<file path="src/rtl/polaris_gpio_irq_if.sv">
// TileLink-UL A/D channel bundle between the peripheral crossbar and polaris_gpio_irq.
// The crossbar side is the master; the GPIO block is the slave.
interface polaris_gpio_irq_if #(
    parameter int TL_RS = 4
) ();
    logic [2:0]       a_opcode;
    logic [2:0]       a_param;
    logic [3:0]       a_size;
    logic [TL_RS-1:0] a_source;
    logic [5:0]       a_address;
    logic [3:0]       a_mask;
    logic [31:0]      a_data;
    logic             a_corrupt;
    logic             a_valid;
    logic             a_ready;

    logic [2:0]       d_opcode;
    logic [1:0]       d_param;
    logic [3:0]       d_size;
    logic [TL_RS-1:0] d_source;
    logic             d_denied;
    logic [31:0]      d_data;
    logic             d_corrupt;
    logic             d_valid;
    logic             d_ready;

    modport master (
        output a_opcode, a_param, a_size, a_source, a_address, a_mask, a_data, a_corrupt, a_valid,
        input  a_ready,
        input  d_opcode, d_param, d_size, d_source, d_denied, d_data, d_corrupt, d_valid,
        output d_ready
    );

    modport slave (
        input  a_opcode, a_param, a_size, a_source, a_address, a_mask, a_data, a_corrupt, a_valid,
        output a_ready,
        output d_opcode, d_param, d_size, d_source, d_denied, d_data, d_corrupt, d_valid,
        input  d_ready
    );
endinterface

</file>
<file path="src/rtl/polaris_gpio_irq.sv">
// TL-UL GPIO slave: tristate pads, atomic set/clear/toggle output writes, and
// per-pin edge/level interrupt capture into a W1C pending register with one irq line.
module polaris_gpio_irq #(
    parameter int TL_RS       = 4,
    parameter int NGPIO       = 32,
    parameter int SYNC_STAGES = 2
) (
    input  logic               gpio_clock_i,
    input  logic               gpio_reset_ni,
    polaris_gpio_irq_if.slave  gpio,
    output logic [NGPIO-1:0]   outputs_o,
    output logic [NGPIO-1:0]   t_o,
    input  logic [NGPIO-1:0]   inputs_i,
    output logic               irq_o
);
    localparam logic [2:0] OP_PUT_FULL    = 3'd0;
    localparam logic [2:0] OP_PUT_PARTIAL = 3'd1;
    localparam logic [2:0] OP_ARITH       = 3'd2;
    localparam logic [2:0] OP_LOGIC       = 3'd3;
    localparam logic [2:0] OP_GET         = 3'd4;
    localparam logic [2:0] OP_ACK         = 3'd0;
    localparam logic [2:0] OP_ACK_DATA    = 3'd1;

    localparam logic [3:0] REG_IN      = 4'd0;
    localparam logic [3:0] REG_OUT     = 4'd1;
    localparam logic [3:0] REG_OUT_SET = 4'd2;
    localparam logic [3:0] REG_OUT_CLR = 4'd3;
    localparam logic [3:0] REG_OUT_TGL = 4'd4;
    localparam logic [3:0] REG_T       = 4'd5;
    localparam logic [3:0] REG_IE      = 4'd6;
    localparam logic [3:0] REG_RISE_EN = 4'd7;
    localparam logic [3:0] REG_FALL_EN = 4'd8;
    localparam logic [3:0] REG_HIGH_EN = 4'd9;
    localparam logic [3:0] REG_LOW_EN  = 4'd10;
    localparam logic [3:0] REG_PENDING = 4'd11;

    logic [NGPIO-1:0] out_q;
    logic [NGPIO-1:0] t_q;
    logic [NGPIO-1:0] ie_q;
    logic [NGPIO-1:0] rise_en_q;
    logic [NGPIO-1:0] fall_en_q;
    logic [NGPIO-1:0] high_en_q;
    logic [NGPIO-1:0] low_en_q;
    logic [NGPIO-1:0] pending_q;

    logic [NGPIO-1:0] sync_q [SYNC_STAGES];
    logic [NGPIO-1:0] prev_q;
    logic [NGPIO-1:0] sync_in;

    logic             d_valid_q;
    logic [2:0]       d_opcode_q;
    logic [3:0]       d_size_q;
    logic [TL_RS-1:0] d_source_q;
    logic             d_denied_q;
    logic [31:0]      d_data_q;

    logic             accept;
    logic             is_get;
    logic             is_put;
    logic             legal;
    logic             do_write;
    logic             ack_with_data;
    logic [3:0]       reg_idx;
    logic [31:0]      lane_mask;
    logic [NGPIO-1:0] wmask;
    logic [NGPIO-1:0] wbits;
    logic [NGPIO-1:0] w1c_bits;
    logic [NGPIO-1:0] set_evt;
    logic [31:0]      rd_word;
    logic             unused_tl;

    assign gpio.a_ready = ~d_valid_q | gpio.d_ready;
    assign accept       = gpio.a_valid & gpio.a_ready;
    assign is_get       = (gpio.a_opcode == OP_GET);
    assign is_put       = (gpio.a_opcode == OP_PUT_FULL) | (gpio.a_opcode == OP_PUT_PARTIAL);
    assign legal        = (is_get | is_put) & (gpio.a_size <= 4'd2);
    assign do_write     = accept & is_put & legal;
    // Denied requests still answer with the ack flavour their opcode class expects.
    assign ack_with_data = (gpio.a_opcode == OP_ARITH) | (gpio.a_opcode == OP_LOGIC) | is_get;
    assign reg_idx      = gpio.a_address[5:2];

    assign lane_mask = {{8{gpio.a_mask[3]}}, {8{gpio.a_mask[2]}},
                        {8{gpio.a_mask[1]}}, {8{gpio.a_mask[0]}}};
    assign wmask     = lane_mask[NGPIO-1:0];
    assign wbits     = gpio.a_data[NGPIO-1:0] & wmask;
    assign w1c_bits  = (do_write && reg_idx == REG_PENDING) ? wbits : '0;

    assign unused_tl = ^{gpio.a_param, gpio.a_corrupt, gpio.a_address[1:0], gpio.a_data, lane_mask};

    assign sync_in = sync_q[SYNC_STAGES-1];
    assign set_evt = (sync_in & ~prev_q & rise_en_q) |
                     (~sync_in & prev_q & fall_en_q) |
                     (sync_in & high_en_q) |
                     (~sync_in & low_en_q);

    always_comb begin
        rd_word = '0;
        case (reg_idx)
            REG_IN:      rd_word = 32'(sync_in);
            REG_OUT:     rd_word = 32'(out_q);
            REG_T:       rd_word = 32'(t_q);
            REG_IE:      rd_word = 32'(ie_q);
            REG_RISE_EN: rd_word = 32'(rise_en_q);
            REG_FALL_EN: rd_word = 32'(fall_en_q);
            REG_HIGH_EN: rd_word = 32'(high_en_q);
            REG_LOW_EN:  rd_word = 32'(low_en_q);
            REG_PENDING: rd_word = 32'(pending_q);
            default:     rd_word = '0;
        endcase
    end

    always_ff @(posedge gpio_clock_i or negedge gpio_reset_ni) begin
        if (!gpio_reset_ni) begin
            for (int i = 0; i < SYNC_STAGES; i++) begin
                sync_q[i] <= '0;
            end
            prev_q <= '0;
        end else begin
            sync_q[0] <= inputs_i;
            for (int i = 1; i < SYNC_STAGES; i++) begin
                sync_q[i] <= sync_q[i-1];
            end
            prev_q <= sync_in;
        end
    end

    always_ff @(posedge gpio_clock_i or negedge gpio_reset_ni) begin
        if (!gpio_reset_ni) begin
            out_q     <= '0;
            t_q       <= '1;
            ie_q      <= '0;
            rise_en_q <= '0;
            fall_en_q <= '0;
            high_en_q <= '0;
            low_en_q  <= '0;
            pending_q <= '0;
        end else begin
            if (do_write) begin
                case (reg_idx)
                    REG_OUT:     out_q     <= (out_q & ~wmask) | wbits;
                    REG_OUT_SET: out_q     <= out_q | wbits;
                    REG_OUT_CLR: out_q     <= out_q & ~wbits;
                    REG_OUT_TGL: out_q     <= out_q ^ wbits;
                    REG_T:       t_q       <= (t_q & ~wmask) | wbits;
                    REG_IE:      ie_q      <= (ie_q & ~wmask) | wbits;
                    REG_RISE_EN: rise_en_q <= (rise_en_q & ~wmask) | wbits;
                    REG_FALL_EN: fall_en_q <= (fall_en_q & ~wmask) | wbits;
                    REG_HIGH_EN: high_en_q <= (high_en_q & ~wmask) | wbits;
                    REG_LOW_EN:  low_en_q  <= (low_en_q & ~wmask) | wbits;
                    default: ;
                endcase
            end
            // A fresh event outranks a same-cycle W1C of the same bit.
            pending_q <= (pending_q & ~w1c_bits) | set_evt;
        end
    end

    always_ff @(posedge gpio_clock_i or negedge gpio_reset_ni) begin
        if (!gpio_reset_ni) begin
            d_valid_q  <= 1'b0;
            d_opcode_q <= '0;
            d_size_q   <= '0;
            d_source_q <= '0;
            d_denied_q <= 1'b0;
            d_data_q   <= '0;
        end else if (accept) begin
            d_valid_q  <= 1'b1;
            d_opcode_q <= ack_with_data ? OP_ACK_DATA : OP_ACK;
            d_size_q   <= gpio.a_size;
            d_source_q <= gpio.a_source;
            d_denied_q <= ~legal;
            d_data_q   <= (legal && is_get) ? rd_word : '0;
        end else if (gpio.d_ready) begin
            d_valid_q  <= 1'b0;
        end
    end

    assign gpio.d_valid   = d_valid_q;
    assign gpio.d_opcode  = d_opcode_q;
    assign gpio.d_param   = '0;
    assign gpio.d_size    = d_size_q;
    assign gpio.d_source  = d_source_q;
    assign gpio.d_denied  = d_denied_q;
    assign gpio.d_data    = d_data_q;
    assign gpio.d_corrupt = 1'b0;

    assign outputs_o = out_q;
    assign t_o       = t_q;
    assign irq_o     = |(pending_q & ie_q);
endmodule

</file>
<file path="src/flat_wrapper.sv">
// flat-port wrapper written by rule: the top's interface ports become plain ports
module polaris_gpio_irq_flat 
#(
    parameter int TL_RS       = 4,
    parameter int NGPIO       = 32,
    parameter int SYNC_STAGES = 2
)
  (gpio_clock_i, gpio_reset_ni, outputs_o, t_o, inputs_i, irq_o, gpio_a_opcode, gpio_a_param, gpio_a_size, gpio_a_source, gpio_a_address, gpio_a_mask, gpio_a_data, gpio_a_corrupt, gpio_a_valid, gpio_a_ready, gpio_d_opcode, gpio_d_param, gpio_d_size, gpio_d_source, gpio_d_denied, gpio_d_data, gpio_d_corrupt, gpio_d_valid, gpio_d_ready);
  polaris_gpio_irq_if #(.TL_RS(TL_RS)) gpio_i ();
  input  logic gpio_clock_i;
  input  logic gpio_reset_ni;
  output logic [NGPIO-1:0] outputs_o;
  output logic [NGPIO-1:0] t_o;
  input  logic [NGPIO-1:0] inputs_i;
  output logic irq_o;
  input wire logic [$bits(gpio_i.a_opcode)-1:0] gpio_a_opcode;
  input wire logic [$bits(gpio_i.a_param)-1:0] gpio_a_param;
  input wire logic [$bits(gpio_i.a_size)-1:0] gpio_a_size;
  input wire logic [$bits(gpio_i.a_source)-1:0] gpio_a_source;
  input wire logic [$bits(gpio_i.a_address)-1:0] gpio_a_address;
  input wire logic [$bits(gpio_i.a_mask)-1:0] gpio_a_mask;
  input wire logic [$bits(gpio_i.a_data)-1:0] gpio_a_data;
  input wire logic [$bits(gpio_i.a_corrupt)-1:0] gpio_a_corrupt;
  input wire logic [$bits(gpio_i.a_valid)-1:0] gpio_a_valid;
  output wire logic [$bits(gpio_i.a_ready)-1:0] gpio_a_ready;
  output wire logic [$bits(gpio_i.d_opcode)-1:0] gpio_d_opcode;
  output wire logic [$bits(gpio_i.d_param)-1:0] gpio_d_param;
  output wire logic [$bits(gpio_i.d_size)-1:0] gpio_d_size;
  output wire logic [$bits(gpio_i.d_source)-1:0] gpio_d_source;
  output wire logic [$bits(gpio_i.d_denied)-1:0] gpio_d_denied;
  output wire logic [$bits(gpio_i.d_data)-1:0] gpio_d_data;
  output wire logic [$bits(gpio_i.d_corrupt)-1:0] gpio_d_corrupt;
  output wire logic [$bits(gpio_i.d_valid)-1:0] gpio_d_valid;
  input wire logic [$bits(gpio_i.d_ready)-1:0] gpio_d_ready;
  assign gpio_i.a_opcode = gpio_a_opcode;
  assign gpio_i.a_param = gpio_a_param;
  assign gpio_i.a_size = gpio_a_size;
  assign gpio_i.a_source = gpio_a_source;
  assign gpio_i.a_address = gpio_a_address;
  assign gpio_i.a_mask = gpio_a_mask;
  assign gpio_i.a_data = gpio_a_data;
  assign gpio_i.a_corrupt = gpio_a_corrupt;
  assign gpio_i.a_valid = gpio_a_valid;
  assign gpio_a_ready = gpio_i.a_ready;
  assign gpio_d_opcode = gpio_i.d_opcode;
  assign gpio_d_param = gpio_i.d_param;
  assign gpio_d_size = gpio_i.d_size;
  assign gpio_d_source = gpio_i.d_source;
  assign gpio_d_denied = gpio_i.d_denied;
  assign gpio_d_data = gpio_i.d_data;
  assign gpio_d_corrupt = gpio_i.d_corrupt;
  assign gpio_d_valid = gpio_i.d_valid;
  assign gpio_i.d_ready = gpio_d_ready;
  polaris_gpio_irq #(.TL_RS(TL_RS), .NGPIO(NGPIO), .SYNC_STAGES(SYNC_STAGES)) u_core (.gpio_clock_i(gpio_clock_i), .gpio_reset_ni(gpio_reset_ni), .gpio(gpio_i), .outputs_o(outputs_o), .t_o(t_o), .inputs_i(inputs_i), .irq_o(irq_o));
endmodule
</file>
<file path="config.mk">
export PLATFORM = sky130hd
export DESIGN_NAME = polaris_gpio_irq_flat
export DESIGN_NICKNAME = d
export VERILOG_FILES = /design/src/rtl/polaris_gpio_irq_if.sv /design/src/rtl/polaris_gpio_irq.sv /design/src/flat_wrapper.sv
export SDC_FILE = /design/constraint.sdc
export NUM_CORES = 1
export LEC_CHECK = 0
export ABC_CLOCK_PERIOD_IN_PS = 2500
export CORE_ASPECT_RATIO = 1.25
export CORE_MARGIN = 5
export CORE_UTILIZATION = 51
export DETAILED_ROUTE_END_ITERATION = 16
export PLACE_DENSITY = 0.74
export SYNTH_ARGS = -nofsm -noshare
export SYNTH_HDL_FRONTEND = slang
export SYNTH_SLANG_ARGS = --single-unit
</file>
<file path="constraint.sdc">
create_clock -name gpio_clock_i -period 2.5 [get_ports gpio_clock_i]
set_input_delay 0.375 -clock gpio_clock_i [delete_from_list [all_inputs] [get_ports gpio_clock_i]]
set_output_delay 0.375 -clock gpio_clock_i [all_outputs]
set_load 0.1 [all_outputs]
</file>
-- Yosys cells after proc, flatten, opt, wreduce, memory -nomap -nowiden
Index checks and enable logic that the tools add are counted.
- muxes and demuxes: 7
- equality and inequality tests: 15
- reductions and logical operators: 14
- bitwise gates (word level): 46
- magnitude comparators: 1
- operators with widths (operator ; count):
    $and 32x32->32 ; 17
    $or 32x32->32 ; 12
    $pmux 32 s9 ; 1
    $not 32->32 ; 5
    $pmux 32 s4 ; 1
    $mux 32 ; 2
    $reduce_or 32->1 ; 1
    $xor 32x32->32 ; 1
    $eq 4x3->1 const B ; 4
    $eq 4x4->1 const B ; 4
    $reduce_and 2->1 ; 7
    $eq 4x2->1 const B ; 2
    $eq 3x2->1 const B ; 2
    $or 1x1->1 ; 5
    $and 1x1->1 ; 4
    $eq 4x1->1 const B ; 1
    $le 4x2->1 const B ; 1
    $logic_not 4->1 ; 1
    $reduce_bool 4->1 ; 1
    $eq 3x1->1 const B ; 1
    $eq 3x3->1 const B ; 1
    $logic_not 3->1 ; 1
    $mux 1 ; 3
    $logic_and 1x1->1 ; 2
    other kinds (2) ; 3
- register bits: 397
- input bits: 93
- output and inout port bits: 114

-- Longest topological paths before layout
- depth in word-level cells: 10
- gate-level depth with buffers: 8
- gate-level depth less buffers: 5

-- Worst setup path after synthesis
No wires, ideal clock.
- kind: reg-to-reg
- start: register u_core.d_valid_q, in the netlist u_core.gpio.d_valid
- end: register u_core.out_q[11], in the netlist u_core.outputs_o[11]
- setup time: 0.122 ns
- path slack: -0.704 ns
- stages on the path, launching flop included: 8
- data required time: 2.378 ns
- buffers on the path: 3
- arrival: 3.082 ns
- cells stage by stage: dfrtp_1 nand2b_1 and4_1 buf_4 and4b_1 buf_4 buf_2 a22o_1
- word-level cells in the longest chain between the ends: 6
- ends and longest elaborated chain (element ; line ; source):
    from (decl) ; polaris_gpio_irq.sv:50 ; logic d_valid_q;
    from (signal assigned) ; polaris_gpio_irq.sv:160 ; d_valid_q <= 1'b0;
    from (signal assigned) ; polaris_gpio_irq.sv:167 ; d_valid_q <= 1'b1;
    from (signal assigned) ; polaris_gpio_irq.sv:174 ; d_valid_q <= 1'b0;
    $not 1->1 ; polaris_gpio_irq.sv:72 ; assign gpio.a_ready = ~d_valid_q | gpio.d_ready;
    $or 1x1->1 ; polaris_gpio_irq.sv:72 ;
    named net gpio_a_ready ; flat_wrapper.sv:25 ; output wire logic [$bits(gpio_i.a_ready)-1:0] gpio_a_ready;
    $and 1x1->1 ; polaris_gpio_irq.sv:73 ; assign accept = gpio.a_valid & gpio.a_ready;
    $and 1x1->1 (2 in a row) ; polaris_gpio_irq.sv:77 ; assign do_write = accept & is_put & legal;
    $reduce_and 2->1 (no line) ; - ;
    to (signal assigned) ; polaris_gpio_irq.sv:140 ; REG_OUT: out_q <= (out_q & ~wmask) | wbits;
    to (signal assigned) ; polaris_gpio_irq.sv:141 ; REG_OUT_SET: out_q <= out_q | wbits;
    to (signal assigned) ; polaris_gpio_irq.sv:142 ; REG_OUT_CLR: out_q <= out_q & ~wbits;
    to (decl) ; polaris_gpio_irq.sv:37 ; logic [NGPIO-1:0] out_q;
The timed path passes the listed nets, and every way through them passes these cells.
A chain may end at the register's enable or synchronous reset.

-- Worst setup path in the final report
- start: register u_core.pending_q[0]
- end: output port irq_o
- word-level cells in the longest chain between the ends: 2
- ends and longest elaborated chain (element ; line ; source):
    from (decl) ; polaris_gpio_irq.sv:44 ; logic [NGPIO-1:0] pending_q;
    from (signal assigned) ; polaris_gpio_irq.sv:154 ; pending_q <= (pending_q & ~w1c_bits) | set_evt;
    $and 32x32->32 ; polaris_gpio_irq.sv:189 ; assign irq_o = |(pending_q & ie_q);
    $reduce_or 32->1 ; polaris_gpio_irq.sv:189 ;
    to (decl) ; flat_wrapper.sv:15 ; output logic irq_o;
Every way passes these cells.

==> results.toml <==
[sta]
worstMarginPinSlew_ns = 1.278
grt_setup_unrepaired = "true"
period_needed_ns = 2.528
timing.final.ws_setup_ns = -0.02822
max_clock_freq_mhz = 395.5
final-hold-violation-count = 0
setup_violations = 1
clock_skew_ns = 0.009644
setup-tns-final_ns = -0.02822
period_share_pct = 101.1
report.final.slew_viol_count = 0
worst_slew_margin_rel_pct = 14.69

[placed_design]
io_buffers = 195
preCtsSetupSlack_ns = -0.05048
post-dp-hpwl_microns = 40550
gp_congestion = 0.9969

[global_route]
grt_max_degree = 72
grtUsageTotal_pct = 29.70
grt_pass1_vias = 14690
grt_pass1_wl_microns = 87890
overflow = 0
antenna_found_initial = 2

[power_and_ir_drop]
power_mw = 14.51
p_comb_share_pct = 12.6
pwr-share-seq_pct = 46.6
p_sw_mw = 3.854
powerDensity_nw_per_um2 = 649.2
swShare_pct = 26.57
leakage_nw = 9.748
intPower_mw = 10.65
clockPowerShare_pct = 40.8
ir_drop_mv = 0.4797

[critical_path]
end_kind = "output pin"
cp_slowest_cell = "or4_4"
path_max_fanout = 3
cp_slowest_stage_delay_ns = 0.61
cp.required_ns = 2.12
crit_type = "flip-flop to output pin"
crit_path_cell_trace = "a22oi_2 -> nand4_1 -> or4_4 -> buf_12"
crit_path_start_kind = "flip-flop"
path_buf_inv = 1
crit_arrival_ns = 2.15
crit_family = "simple AND/OR/NAND/NOR gates"

[final_layout]
syn_to_final_growth_pct = 25.41
fill_cells = 2592
drive_gt1_share_pct = 33.70
nets = 1843

[logic_synthesis]
synth_seq_cells = 395
syn_area_per_cell_sq_um = 12.44
syn_inst = 1433
synthTopCellsByArea = "dfrtp_1 51%, mux2_2 13%, dfstp_2 4.7%"
synth_cell_types = 57
yosys.area.top_type = "dfrtp_1"
ys_seq_area_share_pct = 55.69
yosysWarnings = 0
synth-edff-count = 0
postSynth.asyncResetShare_pct = 100.0
netlist_area_sq_um = 17820
ys.flop_type = "dfrtp_1"
synth_top_area_share_pct = 50.98

[floorplan]
start_util_pct = 51.62
die_w_microns = 177.2
ios = 207
core_area_sq_um = 34520
die_area_sq_um = 38800
rows = 76
die_y_microns = 219.0

[cts]
cts_buffer_depth = 3
htree_levels = 2
cts_sinks = 395
clk_pin_slew_ns = 0.06
clockRootBuffer = "clkbuf_16"
numCtsBuffers = 39
cts_tree = "built"
insertion_delay_ns = 0.54

[status]
outcome = "finished with violations"
failed_checks = "negative setup slack"

[drt]
final_antenna_net_count = 0
post_drt_wl_per_cell_microns = 26.01
via_per_inst = 6.382
routed_wl_microns = 57670
vias = 14150
dr.pass1.iters = 5
drt_iter0_markers = 1359
drc = 0

[job]
cap_violations = 0

[hold_path]
holdCritPathClass = "input port to flip-flop"
[Yosys cell counts (7+ instances only)]
master / n
ha_1: 32
a22oi_1: 82
mux2i_1: 45
o211ai_1: 37
mux2_2: 200
o221ai_1: 34
a221oi_1: 9
a211oi_1: 12
o21ai_1: 30
buf_2: 37
nor3_1: 9
buf_4: 8
nor2_4: 24
a22o_1: 33
a21oi_1: 35
nand2_1: 120
o22ai_1: 36
dfstp_2: 32
nor2_1: 25
clkbuf_1: 28
nor2b_1: 37
dfrtp_1: 363
o2bb2ai_1: 7
o21ai_0: 82
[area by class of cell]
type                            instances  area (sq um)  share of cell area [%]
Sequential cell                       395          9936                   44.46
Multi-Input combinational cell        960          7560                   33.83
Timing Repair Buffer                  318          2965                   13.27
Clock buffer                           67          1214                   5.431
Tap cell                              468         585.6                   2.620
Clock inverter                          4         70.07                  0.3135
Inverter                                4         15.01                 0.06719
Antenna cell                            1         2.502                 0.01120
[routing by layer]
| metal | routed length (microns) | up-vias | part of all wire [%] | track usage (%) |
|---|---|---|---|---|
| met5 | 0 | - | 0 | 0 |
| met4 | 3346 | 0 | 5.8 | 15.53 |
| met3 | 4631 | 218 | 8.0 | 4.876 |
| met2 | 27870 | 817 | 48 | 48.21 |
| met1 | 21820 | 7153 | 38 | 38.54 |
| li1 | - | 5961 | - | - |
[cells in the final DEF, fill, tap and decap left out, types with 35 or more instances in the layout]
| cell | instances |
|---|---|
| mux2_2 | 200 |
| a21oi_1 | 35 |
| clkbuf_16 | 41 |
| o211ai_1 | 37 |
| dfrtp_1 | 354 |
| o22ai_1 | 36 |
| nand2_1 | 119 |
| o21ai_0 | 82 |
| mux2i_1 | 45 |
| a22oi_1 | 76 |
| clkdlybuf4s50_1 | 81 |
| nor2b_1 | 35 |
| buf_4 | 201 |
[power groups by stage]
| stage | combinational (mW) | clock, mW | sequential [mW] |
|---|---|---|---|
| floorplan | 0.586 | 0 | 7.27 |
| global placement | 1.77 | 0 | 6.86 |
| detailed placement | 1.80 | 0 | 6.87 |
| CTS | 1.82 | 5.98 | 6.76 |
| global route | 1.92 | 6.26 | 6.78 |
| finish | 1.83 | 5.92 | 6.76 |
[stage by stage]
stage | area [sq um] | std cells | hold WS [ns] | utilization [%]
final | 22350 | 2217 | 0.2735 | 64.74
after global placement | 20960 | 2137 | 0.3312 | 60.71
after CTS | 22310 | 2212 | 0.2614 | 64.63
after floorplan | 17840 | 1437 | 0.07941 | -
after detailed placement | 20960 | 2137 | 0.3347 | 60.71
after global routing | 22350 | 2217 | 0.2601 | 64.74
[final timing paths]
check	startpoint	endpoint	slack [ns]	cells after the start
min in group asynchronous	gpio_reset_ni	async pin	0.37	2
max in group asynchronous	gpio_reset_ni	async pin	1.25	3
hold reg to reg	u_core.sync_q[38]	u_core.sync_in[6]	0.35	0
setup reg to reg	u_core.gpio.d_valid	u_core.outputs_o[15]	0.42	6
hold / removal	inputs_i[18]	u_core.sync_q[50]	0.27	1
setup / recovery	u_core.pending_q[0]	irq_o	-0.03	4
[logic make-up (layout without fill, tap and decap cells)]
group           after synthesis  after routing  synth area share [%]
flops                       395            395                 55.69
simple gates                259            259                 8.131
fa+ha+maj                    32             32                 2.247
xor+xnor                      1              1               0.04916
mux                         251            251                 15.80
buf+inv                      82            393                 2.324
compound gates              412            412                 15.74
other cells                   1              6               0.02104
[repair_timing]
| item | 4_1_cts | 5_1_grt |
|---|---|---|
| pin swaps | 3 | 3 |
| cloned | 0 | 0 |
| gates resized for setup | 12 | 3 |
| hold buffers | 1 | 0 |
| setup endpoints to repair | 1 | 1 |
| endpoints found under the hold margin | 46 | 0 |
| buffers inserted | 3 | 4 |
Power figures use the tool's default switching activity.
